<file path="config.mk">
export PLATFORM = sky130hd
export DESIGN_NAME = overlap_save_framer_flat
export DESIGN_NICKNAME = d
export VERILOG_FILES = /design/src/rtl/overlap_save_framer_if.sv /design/src/rtl/overlap_save_framer.sv /design/src/flat_wrapper.sv
export SDC_FILE = /design/constraint.sdc
export NUM_CORES = 2
export LEC_CHECK = 0
export CAP_MARGIN = 20
export CORE_ASPECT_RATIO = 1.75
export CORE_MARGIN = 3
export CORE_UTILIZATION = 55
export CTS_CLUSTER_SIZE = 8
export DETAILED_ROUTE_END_ITERATION = 12
export GPL_TIMING_DRIVEN = 0
export PLACE_DENSITY_LB_ADDON = 0.08
export SLEW_MARGIN = 30
export SYNTH_ARGS = -nofsm -noshare
export SYNTH_HDL_FRONTEND = slang
export SYNTH_SLANG_ARGS = --single-unit
</file>
<file path="constraint.sdc">
create_clock -name i_clk -period 1.85 [get_ports i_clk]
set_input_delay 0.37 -clock i_clk [delete_from_list [all_inputs] [get_ports i_clk]]
set_output_delay 0.37 -clock i_clk [all_outputs]
set_load 0.005 [all_outputs]
</file>
<file path="src/rtl/overlap_save_framer_if.sv">
// Handshake and frame bus between the sample source, the overlap-save
// framer and the downstream FFT stage.
// OS_FRAME_IDX_EN adds the 16-bit o_frame_idx signal.
interface overlap_save_framer_if #(
    parameter int unsigned NB_DATA = 16,
    parameter int unsigned N_FFT   = 32
) ();

    // Sample input side
    logic                     i_valid;
    logic                     i_enable;
    logic                     i_flush;
    logic [NB_DATA-1:0]       i_data;
    logic                     o_ready;

    // Frame output side
    logic                     i_ready;
    logic                     o_valid;
    logic [N_FFT*NB_DATA-1:0] o_frame;
`ifdef OS_FRAME_IDX_EN
    logic [15:0]              o_frame_idx;
`endif

    // Framer view
    modport slave (
        input  i_valid,
        input  i_enable,
        input  i_flush,
        input  i_data,
        output o_ready,
        input  i_ready,
        output o_valid,
`ifdef OS_FRAME_IDX_EN
        output o_frame_idx,
`endif
        output o_frame
    );

    // Source / sink view
    modport master (
        output i_valid,
        output i_enable,
        output i_flush,
        output i_data,
        input  o_ready,
        output i_ready,
        input  o_valid,
`ifdef OS_FRAME_IDX_EN
        input  o_frame_idx,
`endif
        input  o_frame
    );

endinterface

</file>
<file path="src/rtl/overlap_save_framer.sv">
// Overlap-save input framer: collects HOP = N_FFT - N_OVERLAP new samples
// per frame behind N_OVERLAP samples of history and presents the whole
// N_FFT-sample window on one flat bus with valid/ready backpressure.
// Optional macro OS_FRAME_IDX_EN adds a 16-bit retired-frame index output.
module overlap_save_framer #(
    parameter int unsigned NB_DATA   = 16,
    parameter int unsigned N_FFT     = 32,
    parameter int unsigned N_OVERLAP = 16
) (
    input  logic                  i_clk,
    input  logic                  i_rst,
    overlap_save_framer_if.slave  bus
);

    localparam int unsigned HOP   = N_FFT - N_OVERLAP;
    localparam int unsigned CNT_W = (HOP > 1) ? $clog2(HOP) : 1;

    // Reject an overlap that leaves no room for new samples
    if (N_OVERLAP >= N_FFT) begin : g_param_check
        $error("overlap_save_framer: N_OVERLAP must be smaller than N_FFT");
    end

    typedef logic [N_FFT-1:0][NB_DATA-1:0] win_t;

    win_t             hist_q;
    win_t             hist_d;
    win_t             hist_shift;
    win_t             frame_q;
    win_t             frame_d;
    logic [CNT_W-1:0] cnt_q;
    logic [CNT_W-1:0] cnt_d;
    logic             valid_q;
    logic             valid_d;
`ifdef OS_FRAME_IDX_EN
    logic [15:0]      idx_q;
    logic [15:0]      idx_d;
`endif

    logic cnt_last;
    logic ready_c;
    logic flush_c;
    logic acc_c;
    logic capture_c;
    logic retire_c;

    // Handshake qualifiers; only the block-completing sample can stall
    always_comb begin
        cnt_last  = (cnt_q == CNT_W'(HOP - 1));
        ready_c   = !(valid_q && !bus.i_ready && cnt_last) && !i_rst;
        // A disabled input side is fully frozen, including flush
        flush_c   = bus.i_flush && bus.i_enable;
        acc_c     = bus.i_valid && bus.i_enable && ready_c && !bus.i_flush;
        capture_c = acc_c && cnt_last;
        retire_c  = valid_q && bus.i_ready;
    end

    // History shifted one place toward index 0 with the new sample on top
    always_comb begin
        hist_shift = hist_q;
        for (int k = 0; k < int'(N_FFT) - 1; k++) begin
            hist_shift[k] = hist_q[k + 1];
        end
        hist_shift[N_FFT-1] = bus.i_data;
    end

    // Next-state for history, hop counter, frame register and valid flag
    always_comb begin
        hist_d  = hist_q;
        cnt_d   = cnt_q;
        frame_d = frame_q;
        valid_d = valid_q;

        if (flush_c) begin
            hist_d = '0;
            cnt_d  = '0;
        end else if (acc_c) begin
            hist_d = hist_shift;
            cnt_d  = cnt_last ? '0 : cnt_q + CNT_W'(1);
        end

        // A capture on the same edge as a retire keeps o_valid high
        if (capture_c) begin
            frame_d = hist_shift;
            valid_d = 1'b1;
        end else if (retire_c) begin
            valid_d = 1'b0;
        end
    end

`ifdef OS_FRAME_IDX_EN
    // Frame index: counts retired frames, restarts with each new stream
    always_comb begin
        idx_d = idx_q;
        if (flush_c) begin
            idx_d = '0;
        end else if (retire_c) begin
            idx_d = idx_q + 16'd1;
        end
    end
`endif

    // State registers with synchronous reset
    always_ff @(posedge i_clk) begin
        if (i_rst) begin
            hist_q  <= '0;
            cnt_q   <= '0;
            frame_q <= '0;
            valid_q <= 1'b0;
        end else begin
            hist_q  <= hist_d;
            cnt_q   <= cnt_d;
            frame_q <= frame_d;
            valid_q <= valid_d;
        end
    end

`ifdef OS_FRAME_IDX_EN
    // Frame index register
    always_ff @(posedge i_clk) begin
        if (i_rst) begin
            idx_q <= '0;
        end else begin
            idx_q <= idx_d;
        end
    end

    assign bus.o_frame_idx = idx_q;
`endif

    assign bus.o_ready = ready_c;
    assign bus.o_valid = valid_q;
    assign bus.o_frame = frame_q;

endmodule

</file>
<file path="src/flat_wrapper.sv">
// flat-port wrapper written by rule: the top's interface ports become plain ports
module overlap_save_framer_flat 
#(
    parameter int unsigned NB_DATA   = 16,
    parameter int unsigned N_FFT     = 32,
    parameter int unsigned N_OVERLAP = 16
)
  (i_clk, i_rst, bus_i_valid, bus_i_enable, bus_i_flush, bus_i_data, bus_o_ready, bus_i_ready, bus_o_valid, bus_o_frame);
  overlap_save_framer_if #(.NB_DATA(NB_DATA), .N_FFT(N_FFT)) bus_i ();
  input  logic i_clk;
  input  logic i_rst;
  input wire logic [$bits(bus_i.i_valid)-1:0] bus_i_valid;
  input wire logic [$bits(bus_i.i_enable)-1:0] bus_i_enable;
  input wire logic [$bits(bus_i.i_flush)-1:0] bus_i_flush;
  input wire logic [$bits(bus_i.i_data)-1:0] bus_i_data;
  output wire logic [$bits(bus_i.o_ready)-1:0] bus_o_ready;
  input wire logic [$bits(bus_i.i_ready)-1:0] bus_i_ready;
  output wire logic [$bits(bus_i.o_valid)-1:0] bus_o_valid;
  output wire logic [$bits(bus_i.o_frame)-1:0] bus_o_frame;
  assign bus_i.i_valid = bus_i_valid;
  assign bus_i.i_enable = bus_i_enable;
  assign bus_i.i_flush = bus_i_flush;
  assign bus_i.i_data = bus_i_data;
  assign bus_o_ready = bus_i.o_ready;
  assign bus_i.i_ready = bus_i_ready;
  assign bus_o_valid = bus_i.o_valid;
  assign bus_o_frame = bus_i.o_frame;
  overlap_save_framer #(.NB_DATA(NB_DATA), .N_FFT(N_FFT), .N_OVERLAP(N_OVERLAP)) u_core (.i_clk(i_clk), .i_rst(i_rst), .bus(bus_i));
endmodule
</file>
==> results.toml <==
[final_layout]
drive_gt1_share_pct = 10.5
nFillCells = 5539
final_cells = 5461
syn2layout_area_growth_pct = 27.4
nets = 4555

[setup_path]
slowest_delay_ns = 0.36
criticalPathCategory = "flip-flop to output pin"
path_max_fanout = 3
start_kind = "flip-flop"
critPathRequiredTime_ns = 1.48
path_cells = "ha_4 -> nand3_4 -> buf_8 -> nor2_4 -> nor2_1 -> buf_4"
cp-end-kind = "output pin"
worstPathArrival_ns = 1.74
path_buf_inv = 2
cp_top_family = "flip-flops"
cp_slowest_cell = "dfxtp_4"

[global_route]
grt_pass1_wl_um = 173000
first_global_vias = 29444
antenna_found_initial = 4
grt_start_max_net_pins = 20
overflow = 0
grt_use_total_pct = 29.7

[power]
p_per_area_nw_per_um2 = 918
ir_drop_v = 0.000733
leakagePower_nw = 24.3

[timing]
holdWs_ns = 0.304
setup_viol = 49
final.min_clock_period_ns = 2.11
fin_crit_sh_pct = 114
tightestPinTransition_ns = 0.562
fmax_ghz = 0.475
hold_viol_final = 0
skew_ns = 0.0194
report.final.slew_viol_count = 0
max_slew_margin_pct = 62.5
rsz0062_at_grt = "true"
setup_ws_ns = -0.257

[drt]
drt_iter0_drc = 1164
via_per_inst = 5.18
drc = 0
wl_um = 117000
highest_layer = "met5"
ant_nets = 0
avgRoutedWirePerCell_um = 21.4
met3_wirelength_um = 8040
wirelength_met1_um = 42500
drtPass1Iterations = 5
vias = 28267
wl_met2_um = 60200

[logic_synthesis]
synth_seq_cells = 1013
synth_warnings = 0
synth_nets = 3847
synth_cell_types = 30
syn_inst = 3824
synth_area_leader_cell = "dfxtp_1"
synthTopCellsByArea = "dfxtp_1 (51%), mux2i_1 (25%), nand2b_1 (12%), nand2_1 (4.7%), inv_1 (2.2%)"
synth.top_cell.area_share_pct = 51.1
ys_seq_area_share_pct = 51.1
avgSynthCellArea_um2 = 10.4
syn-cell-area_um2 = 39700

[cts]
htree_levels = 4
numCtsBuffers = 144
cts_root_buf = "clkbuf_16"
cts_tree = "yes"
cts_num_sinks = 1013
clk_latency_ns = 0.69
clock_path_buffers = 3
path_clk_slew_ns = 0.05
ctsHoldBuffers = 0

[floorplanning]
top_level_ports = 536
num_rows = 129
die_w_um = 209
core_um2 = 71000
die-area_um2 = 75500
initial_utilization_pct = 55.8
die_h_um = 361

[place]
gp_congestion = 0.904
hpwl_um = 87900
place_inst = 5277
io_buffers = 535

[flow_run]
max_cap_violations = 0

[outcome]
violations = "setup timing"
status = "complete, but fails checks"

[worst_hold_path]
hp-class = "input pin to flip-flop"
[worst register-to-register path, stage by stage (launching register included)]
cell and delay [ns]:
dfxtp_4 0.36, ha_4 0.16, nand3_4 0.09, buf_4 0.16, o21ai_1 0.14, buf_6 0.18, buf_12 0.15, buf_16 0.16
buf_12 0.12, buf_12 0.12, mux2i_4 0.23
[per-layer routing]
layer / global-route usage, % / vias to the layer above
li1: - / 13680
met1: 30.5 / 13514
met2: 54.4 / 812
met3: 8.74 / 257
met4: 15.2 / 4
met5: 0 / -
[repair_timing]
action | CTS | global route
setup endpoints to repair | 1511 | 607
setup buffers | 12 | 9
resized for setup | 699 | 115
gates cloned | 0 | 7
endpoints found under the hold margin | 0 | 0
pin swaps | 1 | 1
[final cells by class]
class                      count  area, um^2  area share (%)
antenna                        2        5.00         0.00991
buffer                       256        2060            4.08
clock buffer                 150        3750            7.43
clock inverter                 6        56.3           0.111
inverter                     229         860            1.70
multi-input combinational   2324       17100            33.9
sequential                  1013       20400            40.4
tap                          917        1150            2.27
timing repair buffer         564        5100            10.1
[power breakdown]
group / switching (W) / internal [W] / leakage [nW]
Combinational: 0.000774 / 0.000582 / 14.2
Clock: 0.00904 / 0.0141 / 1.88
Sequential: 0.00000673 / 0.0219 / 8.21
[cells in the mapped netlist (all sizes together)]
master and number:
nand3 3, buf 154, and4bb 1, clkbuf 104, mux2i 979, o22ai 1, o21ai 13, dfxtp 1013
o21a 1, nor2b 14, a21oi 3, nand2b 768, a41oi 1, nor3 1, nor2 6, and3 2
a311oi 1, ha 1, o2111a 1, nand2 497, inv 229, o211ai 12, a21o 1, mux2 18
[kinds of logic after synthesis]
family / share of synthesized area (%)
and+or+nand+nor: 17.2
DFF: 51.1
muxes: 25.2
buffers and inverters: 5.82
AOI/OAI and AO/OA: 0.565
adders and majority gates: 0.0315
[registers in the layout, summed over array words and instances (netlist names)]
name / cells
u_core.cnt_q: 4
u_core.hist_q: 496
u_core.bus.o_valid: 1
u_core.bus.o_frame: 512
[cells in the final DEF (no fill, tap or decap), drive strengths merged, types with 18 or more instances in the layout]
cell type / instances
clkdlybuf4s50: 21
inv: 233
mux2i: 979
nand2b: 768
dfxtp: 1013
nand2: 497
clkbuf: 266
buf: 170
mux2: 18
dlygate4sd2: 513
[final timing paths]
| kind | start | end | slack (ns) | depth (start not counted) |
|---|---|---|---|---|
| hold / removal | bus_i_data[6] | u_core.bus.o_frame[502] | 0.30 | 3 |
| setup reg to reg | u_core.cnt_q[0] | u_core.hist_q[39] | -0.11 | 10 |
| hold reg to reg | u_core.hist_q[245] | u_core.hist_q[245] | 0.45 | 2 |
| setup / recovery | u_core.cnt_q[0] | bus_o_ready | -0.26 | 6 |
[metrics by stage]
step / TNS [ns] / power [W] / area [um^2] / worst slack (ns) / util, %
after floorplan: 0 / 0.0231 / 39700 / 0.161 / -
after global placement: -1053.42 / 0.0236 / 46200 / -1.61 / 65.0
after detailed placement: -966.32 / 0.0236 / 46200 / -1.29 / 65.0
after CTS: -0.290 / 0.0466 / 49800 / -0.290 / 70.1
after global routing: -7.08 / 0.0476 / 50500 / -0.291 / 71.1
final: -2.94 / 0.0464 / 50500 / -0.257 / 71.1
No activity file was read; power rests on OpenSTA's default activity.
